## src/rtl/hazard_forward_unit_pkg.sv

```systemverilog
// Shared types and helpers for the hazard/forwarding unit: FSM encodings, select width
// and the regfile select code.
package hazard_forward_unit_pkg;

  typedef enum logic [0:0] {
    ST_RUN      = 1'b0,
    ST_LU_STALL = 1'b1
  } lu_state_e;

  // Operand select code meaning "take the register file value"
  localparam int unsigned FWD_SEL_RF = 0;

  // Select width needed to encode regfile plus one code per forwarding stage
  function automatic int unsigned sel_width(input int unsigned n_stages);
    return $clog2(n_stages + 1);
  endfunction

  // Remaining-bubble counter width, never narrower than one bit
  function automatic int unsigned cnt_width(input int unsigned n_bubbles);
    return (n_bubbles > 2) ? $clog2(n_bubbles) : 1;
  endfunction

endpackage

```

## src/rtl/hazard_forward_unit_fwd_prio_match.sv

```systemverilog
// One source operand compared against every forwarding stage; the youngest matching
// stage wins and x0 never forwards.
module hazard_forward_unit_fwd_prio_match
  import hazard_forward_unit_pkg::*;
#(
  parameter int unsigned REG_AW     = 5,
  parameter int unsigned FWD_STAGES = 2,
  parameter int unsigned SEL_W      = 2
) (
  input  logic [REG_AW-1:0]            i_rs,
  input  logic [FWD_STAGES*REG_AW-1:0] i_stg_rd,
  input  logic [FWD_STAGES-1:0]        i_stg_we,
  output logic [SEL_W-1:0]             o_sel_c
);

  logic w_found;

  // Ascending scan with a found flag keeps stage 0 (youngest) as top priority
  always_comb begin
    o_sel_c = SEL_W'(FWD_SEL_RF);
    w_found = 1'b0;
    for (int unsigned k = 0; k < FWD_STAGES; k++) begin
      if (!w_found && i_stg_we[k] &&
          (i_stg_rd[k*REG_AW +: REG_AW] != '0) &&
          (i_stg_rd[k*REG_AW +: REG_AW] == i_rs)) begin
        o_sel_c = SEL_W'(k + 1);
        w_found = 1'b1;
      end
    end
  end

endmodule

```

## src/rtl/hazard_forward_unit.sv

```systemverilog
// Operand forwarding selects, load-use stall/bubble FSM, data-memory wait overlay and
// saturating stall statistics for the EX stage of the core.
module hazard_forward_unit
  import hazard_forward_unit_pkg::*;
#(
  parameter int unsigned REG_AW     = 5,
  parameter int unsigned NUM_SRC    = 2,
  parameter int unsigned FWD_STAGES = 2,
  parameter int unsigned LU_BUBBLES = 1,
  parameter int unsigned CNT_W      = 32
) (
  input  logic                                    clk,
  input  logic                                    arst_n,
  input  logic [NUM_SRC*REG_AW-1:0]               id_rs,
  input  logic [NUM_SRC-1:0]                      id_rs_used,
  input  logic [NUM_SRC*REG_AW-1:0]               ex_rs,
  input  logic [REG_AW-1:0]                       ex_rd,
  input  logic                                    ex_reg_write,
  input  logic                                    ex_mem_read,
  input  logic [FWD_STAGES*REG_AW-1:0]            stg_rd,
  input  logic [FWD_STAGES-1:0]                   stg_reg_write,
  input  logic                                    mem_req,
  input  logic                                    dmem_ready,
  input  logic                                    flush_ex,
  input  logic                                    stats_clr,
  output logic [NUM_SRC*sel_width(FWD_STAGES)-1:0] fwd_sel,
  output logic                                    stall_pc,
  output logic                                    stall_if_id,
  output logic                                    bubble_ex,
  output logic                                    stall_all,
  output logic                                    lu_active,
  output logic [CNT_W-1:0]                        stall_cycles,
  output logic [CNT_W-1:0]                        bubble_count
);

  localparam int unsigned SEL_W  = sel_width(FWD_STAGES);
  localparam int unsigned CNT_BW = cnt_width(LU_BUBBLES);

  lu_state_e               r_state;
  lu_state_e               w_state_nxt;
  logic [CNT_BW-1:0]       r_cnt;
  logic [CNT_BW-1:0]       w_cnt_nxt;
  logic [CNT_W-1:0]        r_stall_cycles;
  logic [CNT_W-1:0]        r_bubble_count;
  logic [NUM_SRC*SEL_W-1:0] w_sel;
  logic                    w_lu_hit;
  logic                    w_mem_stall;
  logic                    w_lu_stall;
  logic                    w_stall_pc;
  logic                    w_bubble;

  for (genvar s = 0; s < NUM_SRC; s++) begin : g_src
    hazard_forward_unit_fwd_prio_match #(
      .REG_AW    (REG_AW),
      .FWD_STAGES(FWD_STAGES),
      .SEL_W     (SEL_W)
    ) u_match (
      .i_rs    (ex_rs[s*REG_AW +: REG_AW]),
      .i_stg_rd(stg_rd),
      .i_stg_we(stg_reg_write),
      .o_sel_c (w_sel[s*SEL_W +: SEL_W])
    );
  end

  // Load in EX whose destination feeds a source actually read by ID
  always_comb begin
    w_lu_hit = 1'b0;
    for (int unsigned s = 0; s < NUM_SRC; s++) begin
      if (id_rs_used[s] && (id_rs[s*REG_AW +: REG_AW] == ex_rd)) begin
        w_lu_hit = 1'b1;
      end
    end
    w_lu_hit = w_lu_hit && ex_mem_read && ex_reg_write && (ex_rd != '0);
  end

  assign w_mem_stall = mem_req && !dmem_ready;

  // Next state and load-use stall; a memory wait freezes the FSM outright
  always_comb begin
    w_state_nxt = r_state;
    w_cnt_nxt   = r_cnt;
    w_lu_stall  = 1'b0;
    case (r_state)
      ST_RUN: begin
        if (!flush_ex && w_lu_hit) begin
          w_lu_stall = 1'b1;
          if (LU_BUBBLES > 1) begin
            w_state_nxt = ST_LU_STALL;
            w_cnt_nxt   = CNT_BW'(LU_BUBBLES - 2);
          end
        end
      end
      ST_LU_STALL: begin
        if (flush_ex) begin
          w_state_nxt = ST_RUN;
        end else begin
          w_lu_stall = 1'b1;
          if (r_cnt == '0) begin
            w_state_nxt = ST_RUN;
          end else begin
            w_cnt_nxt = r_cnt - CNT_BW'(1);
          end
        end
      end
      default: w_state_nxt = ST_RUN;
    endcase
    if (w_mem_stall) begin
      w_state_nxt = r_state;
      w_cnt_nxt   = r_cnt;
    end
  end

  assign w_stall_pc = w_mem_stall || w_lu_stall;
  assign w_bubble   = w_lu_stall && !w_mem_stall;

  always_ff @(posedge clk or negedge arst_n) begin
    if (!arst_n) begin
      r_state <= ST_RUN;
      r_cnt   <= '0;
    end else begin
      r_state <= w_state_nxt;
      r_cnt   <= w_cnt_nxt;
    end
  end

  // Saturating statistics; clear takes precedence over counting
  always_ff @(posedge clk or negedge arst_n) begin
    if (!arst_n) begin
      r_stall_cycles <= '0;
      r_bubble_count <= '0;
    end else if (stats_clr) begin
      r_stall_cycles <= '0;
      r_bubble_count <= '0;
    end else begin
      if (w_stall_pc && (r_stall_cycles != '1)) r_stall_cycles <= r_stall_cycles + CNT_W'(1);
      if (w_bubble && (r_bubble_count != '1))   r_bubble_count <= r_bubble_count + CNT_W'(1);
    end
  end

  // Reset gates every control output low without waiting for a clock
  assign fwd_sel      = arst_n ? w_sel : '0;
  assign stall_pc     = arst_n && w_stall_pc;
  assign stall_if_id  = arst_n && w_stall_pc;
  assign bubble_ex    = arst_n && w_bubble;
  assign stall_all    = arst_n && w_mem_stall;
  assign lu_active    = arst_n && (r_state == ST_LU_STALL);
  assign stall_cycles = r_stall_cycles;
  assign bubble_count = r_bubble_count;

endmodule

```

## config.mk

```make
export PLATFORM = sky130hd
export DESIGN_NAME = hazard_forward_unit
export DESIGN_NICKNAME = d
export VERILOG_FILES = /design/src/rtl/hazard_forward_unit_pkg.sv /design/src/rtl/hazard_forward_unit_fwd_prio_match.sv /design/src/rtl/hazard_forward_unit.sv
export SDC_FILE = /design/constraint.sdc
export NUM_CORES = 1
export LEC_CHECK = 0
export ABC_AREA = 1
export ABC_CLOCK_PERIOD_IN_PS = 2700
export BUFFER_PORTS_ARGS = -buffer_cell sky130_fd_sc_hd__buf_2
export CORE_ASPECT_RATIO = 1.4
export CORE_UTILIZATION = 35
export CTS_CLUSTER_DIAMETER = 80
export DETAILED_ROUTE_END_ITERATION = 10
export GPL_TIMING_DRIVEN = 0
export PLACE_DENSITY = 0.6
export RECOVER_POWER = 100
export SLEW_MARGIN = 5
export SYNTH_ARGS = -nofsm -noshare
export SYNTH_HDL_FRONTEND = slang
export SYNTH_HIERARCHICAL = 1
export SYNTH_SLANG_ARGS = --single-unit
export TNS_END_PERCENT = 100
```

## constraint.sdc

```tcl
create_clock -name clk -period 2.7 [get_ports clk]
set_input_delay 0.135 -clock clk [delete_from_list [all_inputs] [get_ports clk]]
set_output_delay 0.135 -clock clk [all_outputs]
set_load 0.02 [all_outputs]
```

==> parameters.txt <==
Parameter                              Value

Outcome
  Result of the run ... finished, final reports clean

Global routing
  First-pass GRT wire length ... 28,700 um
  Number of antenna violations at the first check in global routing ... 0
  Via count of the first global-routing pass ... 5,875
  Maximum number of pins on one net before global-route repair ... 53
  GRT Residual Overflow ... 0
  GRT Overall Usage ... 23.3%

Place
  Post-place setup slack ... 470 ps
  Final weighted congestion in routability-driven placement ... 0.938
  DPL Wire Length ... 14,200 um
  # port buffers ... 118

Drt
  Residual DRC count ... 0
  Final wirelength ... 17,800 um
  Post-detailed-route via-to-cell ratio ... 4.87
  Total number of vias ... 6,066
  Antenna-violating nets left ... 0
  Average detailed-routed wire length per instance ... 14.3 um
  Detailed Routing Iterations Pass 1 ... 5
  Number of DRC markers in iteration 0 ... 212

Synth
  Synth top area cells ... sky130_fd_sc_hd__dfrtp_1, sky130_fd_sc_hd__nand2_1, sky130_fd_sc_hd__nand3_1
  Number of synthesized register bits ... 64
  Area share of the leading cell type in the synthesized netlist ... 29.6%
  Post-synthesis sequential area ratio ... 29.6%
  Post-Syn Instances ... 919
  Warning count from the yosys run ... 6
  Average footprint of a synthesized cell ... 5.88 sq um
  Synthesized Nets ... 968
  Largest area contributor in the netlist ... sky130_fd_sc_hd__dfrtp_1
  Mapped Area ... 0.00540 sq mm
  Distinct cell type count after synthesis ... 28

Setup path
  Reg2reg start ... bubble_count[0]
  Critical path, cell by cell ... ha_1 > nand2_1 > nor2_1 > nand3_1 > nor2_1 > nand3_1 > inv_1 > nor2_1 > clkbuf_2 > nand3_1 > nand2_1
  Launching element type of the critical path ... flop
  Worst Setup Path Type ... reg -> reg
  Top cell family by delay on the critical path ... simple AND/OR/NAND/NOR gates
  Critical path origin ... bubble_count[0]
  Setup crit end kind ... flop
  Crit path DAT ... 2600 ps
  Cell with the largest stage delay on the worst path ... sky130_fd_sc_hd__dfrtp_1
  Buffering stage count on the worst path with inverters included ... 2
  Worst-path maximum fanout ... 10
  Worst Path Required ... 2930 ps
  Largest stage delay, worst path ... 400 ps

Finish
  Fraction of final layout cells sized beyond drive strength 1 ... 8.92%
  ANT cells ... 0
  Fill cells ... 1,714
  Core occupancy in the finished layout ... 42.8%
  Final net count ... 1,099
  Synth-to-Final Area Change ... 19.3%

Timing
  Final setup viols ... 0
  Clock tree skew after final layout ... 8.65 ps
  Final hold violation count ... 0
  RSZ-0062 raised after global routing ... false
  Shortest period the worst path allows ... 2370 ps
  Setup WS post-layout ... 331 ps
  Final period utilization ... 87.7%
  Highest attainable clock frequency ... 0.422 GHz
  Worst hold slack across all endpoints ... 136 ps
  Slew headroom ... 53.3%
  Number of max-slew violations in the final report ... 0
  Measured slew at the worst slew-check pin ... 700 ps
  Aggregate negative setup slack ... 0 ps

Power and ir drop
  Total chip power ... 2380 uW
  Power density over the cells ... 369 mW/mm^2
  Switching share of power ... 25.7%
  Total leakage power ... 0.00355 uW
  Peak ir drop on the vdd network ... 303 uV
  Part of the total power dissipated in combinational logic ... 10.0%
  Internal Power ... 1770 uW
  Net Sw Power ... 612 uW
  Power share of the clock group ... 49.4%
  Part of the total power dissipated in sequential elements ... 40.6%

Hold path
  Worst hold-check path type ... in -> reg
  Worst Hold Launch ... stats_clr

Die
  Std-Cell Rows ... 53
  Number of I/O pins ... 120
  Die span in y ... 149 um
  Die X ... 107 um
  Core Area ... 0.0151 sq mm
  Initial core utilization ... 35.9%
  Full die area ... 0.0159 sq mm

Clock network
  Clock buffer count from CTS ... 9
  Clock tree from TritonCTS ... built
  Number of clock sinks ... 64
  Skew-Pair Late Insertion Delay ... 350 ps
  Clock tree buffer depth ... 2
  Clock-pin transition on the worst setup and hold timing paths ... 60 ps
  Root buffer cell ... sky130_fd_sc_hd__clkbuf_16
  H-tree depth reported by CTS ... 3

Run
  Maximum Capacitance Violations ... 0
## synth_stat cells (all sizes together)
master and n:
ha 2, nand2 320, nand3 139, clkbuf 7, nand4 41, xor2 23, conb 1, inv 133
and3 1, a21oi 7, buf 23, nor2 138, o21ai 5, nor3 6, dfrtp 64, o21bai 1
xnor2 8
## flip-flops by register name, summed over array words and instances (netlist names)
name / flops
stall_cycles: 32
bubble_count: 32
## metrics by stage
stage | instance area [sq um] | cells
final | 6450 | 1246
after global routing | 6450 | 1246
after CTS | 6560 | 1246
after detailed placement | 6260 | 1230
after global placement | 6230 | 1229
after floorplan | 5400 | 919
## power by group through the flow
stage | clock [uW] | combinational, uW | sequential (uW)
after floorplan | 0 | 121 | 983
after global placement | 0 | 236 | 982
after detailed placement | 0 | 244 | 982
after CTS | 1200 | 246 | 965
after global routing | 1230 | 271 | 965
final | 1170 | 238 | 965
## final cells by class
cell class / count / area [sq um] / area share, %
Sequential cell: 64 / 1600 / 24.8
Tap cell: 192 / 240 / 3.73
Multi-Input combinational cell: 692 / 3130 / 48.5
Clock buffer: 11 / 243 / 3.76
Buffer: 30 / 151 / 2.35
Inverter: 133 / 499 / 7.74
Clock inverter: 4 / 45.0 / 0.699
Timing Repair Buffer: 120 / 541 / 8.38
## cells in the final DEF (no fill, tap or decap)
cell type,count
sky130_fd_sc_hd__nand2_1,320
sky130_fd_sc_hd__nand3_1,138
sky130_fd_sc_hd__nor2_1,132
sky130_fd_sc_hd__inv_1,125
sky130_fd_sc_hd__clkbuf_1,81
sky130_fd_sc_hd__dfrtp_1,64
sky130_fd_sc_hd__buf_2,51
sky130_fd_sc_hd__nand4_1,39
sky130_fd_sc_hd__xor2_1,23
sky130_fd_sc_hd__clkbuf_16,9
sky130_fd_sc_hd__inv_2,8
sky130_fd_sc_hd__xnor2_1,8
sky130_fd_sc_hd__a21oi_1,7
sky130_fd_sc_hd__buf_4,6
sky130_fd_sc_hd__buf_1,6
sky130_fd_sc_hd__nor3_1,6
sky130_fd_sc_hd__o21ai_0,4
sky130_fd_sc_hd__clkbuf_2,4
sky130_fd_sc_hd__nor2_2,4
sky130_fd_sc_hd__clkinv_2,3
sky130_fd_sc_hd__nor2_4,2
sky130_fd_sc_hd__ha_1,2
sky130_fd_sc_hd__o21ai_1,1
sky130_fd_sc_hd__nand4_2,1
sky130_fd_sc_hd__nand3_2,1
sky130_fd_sc_hd__nand4_4,1
sky130_fd_sc_hd__buf_6,1
sky130_fd_sc_hd__o21bai_1,1
sky130_fd_sc_hd__and3_1,1
sky130_fd_sc_hd__conb_1,1
sky130_fd_sc_hd__bufinv_16,1
sky130_fd_sc_hd__clkbuf_8,1
sky130_fd_sc_hd__dlygate4sd3_1,1
sky130_fd_sc_hd__buf_16,1
## tightest hold or removal path, delay by kind of cell
family / cells / cell delay (ps)
buffers and inverters: 1 / 150
AND/OR/NAND/NOR: 3 / 170
## metal layers
metal,track usage (%),wire length (um),vias up
li1,-,-,3127
met1,25.1,7070,2739
met2,43.4,9310,156
met3,2.75,729,44
met4,13.3,741,0
met5,0,0,-
## worst paths after layout
kind | to | slack [ps] | cells past startpoint
worst max-delay path | bubble_count[30] | 330 | 11
worst min-delay path | bubble_count[10] | 140 | 4
worst max register to register | bubble_count[30] | 330 | 11
worst min register to register | bubble_count[1] | 570 | 2
max in group asynchronous | bubble_count[26] | 1940 | 3
min in group asynchronous | stall_cycles[17] | 210 | 2
## timing repair
| item | 4_1_cts | 5_1_grt |
|---|---|---|
| endpoints found under the setup margin | 0 | 0 |
| resized for setup | 0 | 0 |
| endpoints found under the hold margin | 20 | 0 |
| hold buffers | 1 | 0 |
| buffers inserted | 0 | 0 |
## logic make-up (layout without fill, tap and decap cells)
| logic type | after synthesis | after routing | share of synthesized area, % |
|---|---|---|---|
| AOI/OAI and AO/OA | 13 | 13 | 1.25 |
| xor gates and xnor gates | 31 | 31 | 5.03 |
| adders and majority gates | 2 | 2 | 0.463 |
| buffers and inverters | 163 | 298 | 12.3 |
| DFF | 64 | 64 | 29.6 |
| other | 1 | 1 | 0.0694 |
| and+or+nand+nor | 645 | 645 | 51.3 |
No activity file was read; power rests on OpenSTA's default activity.
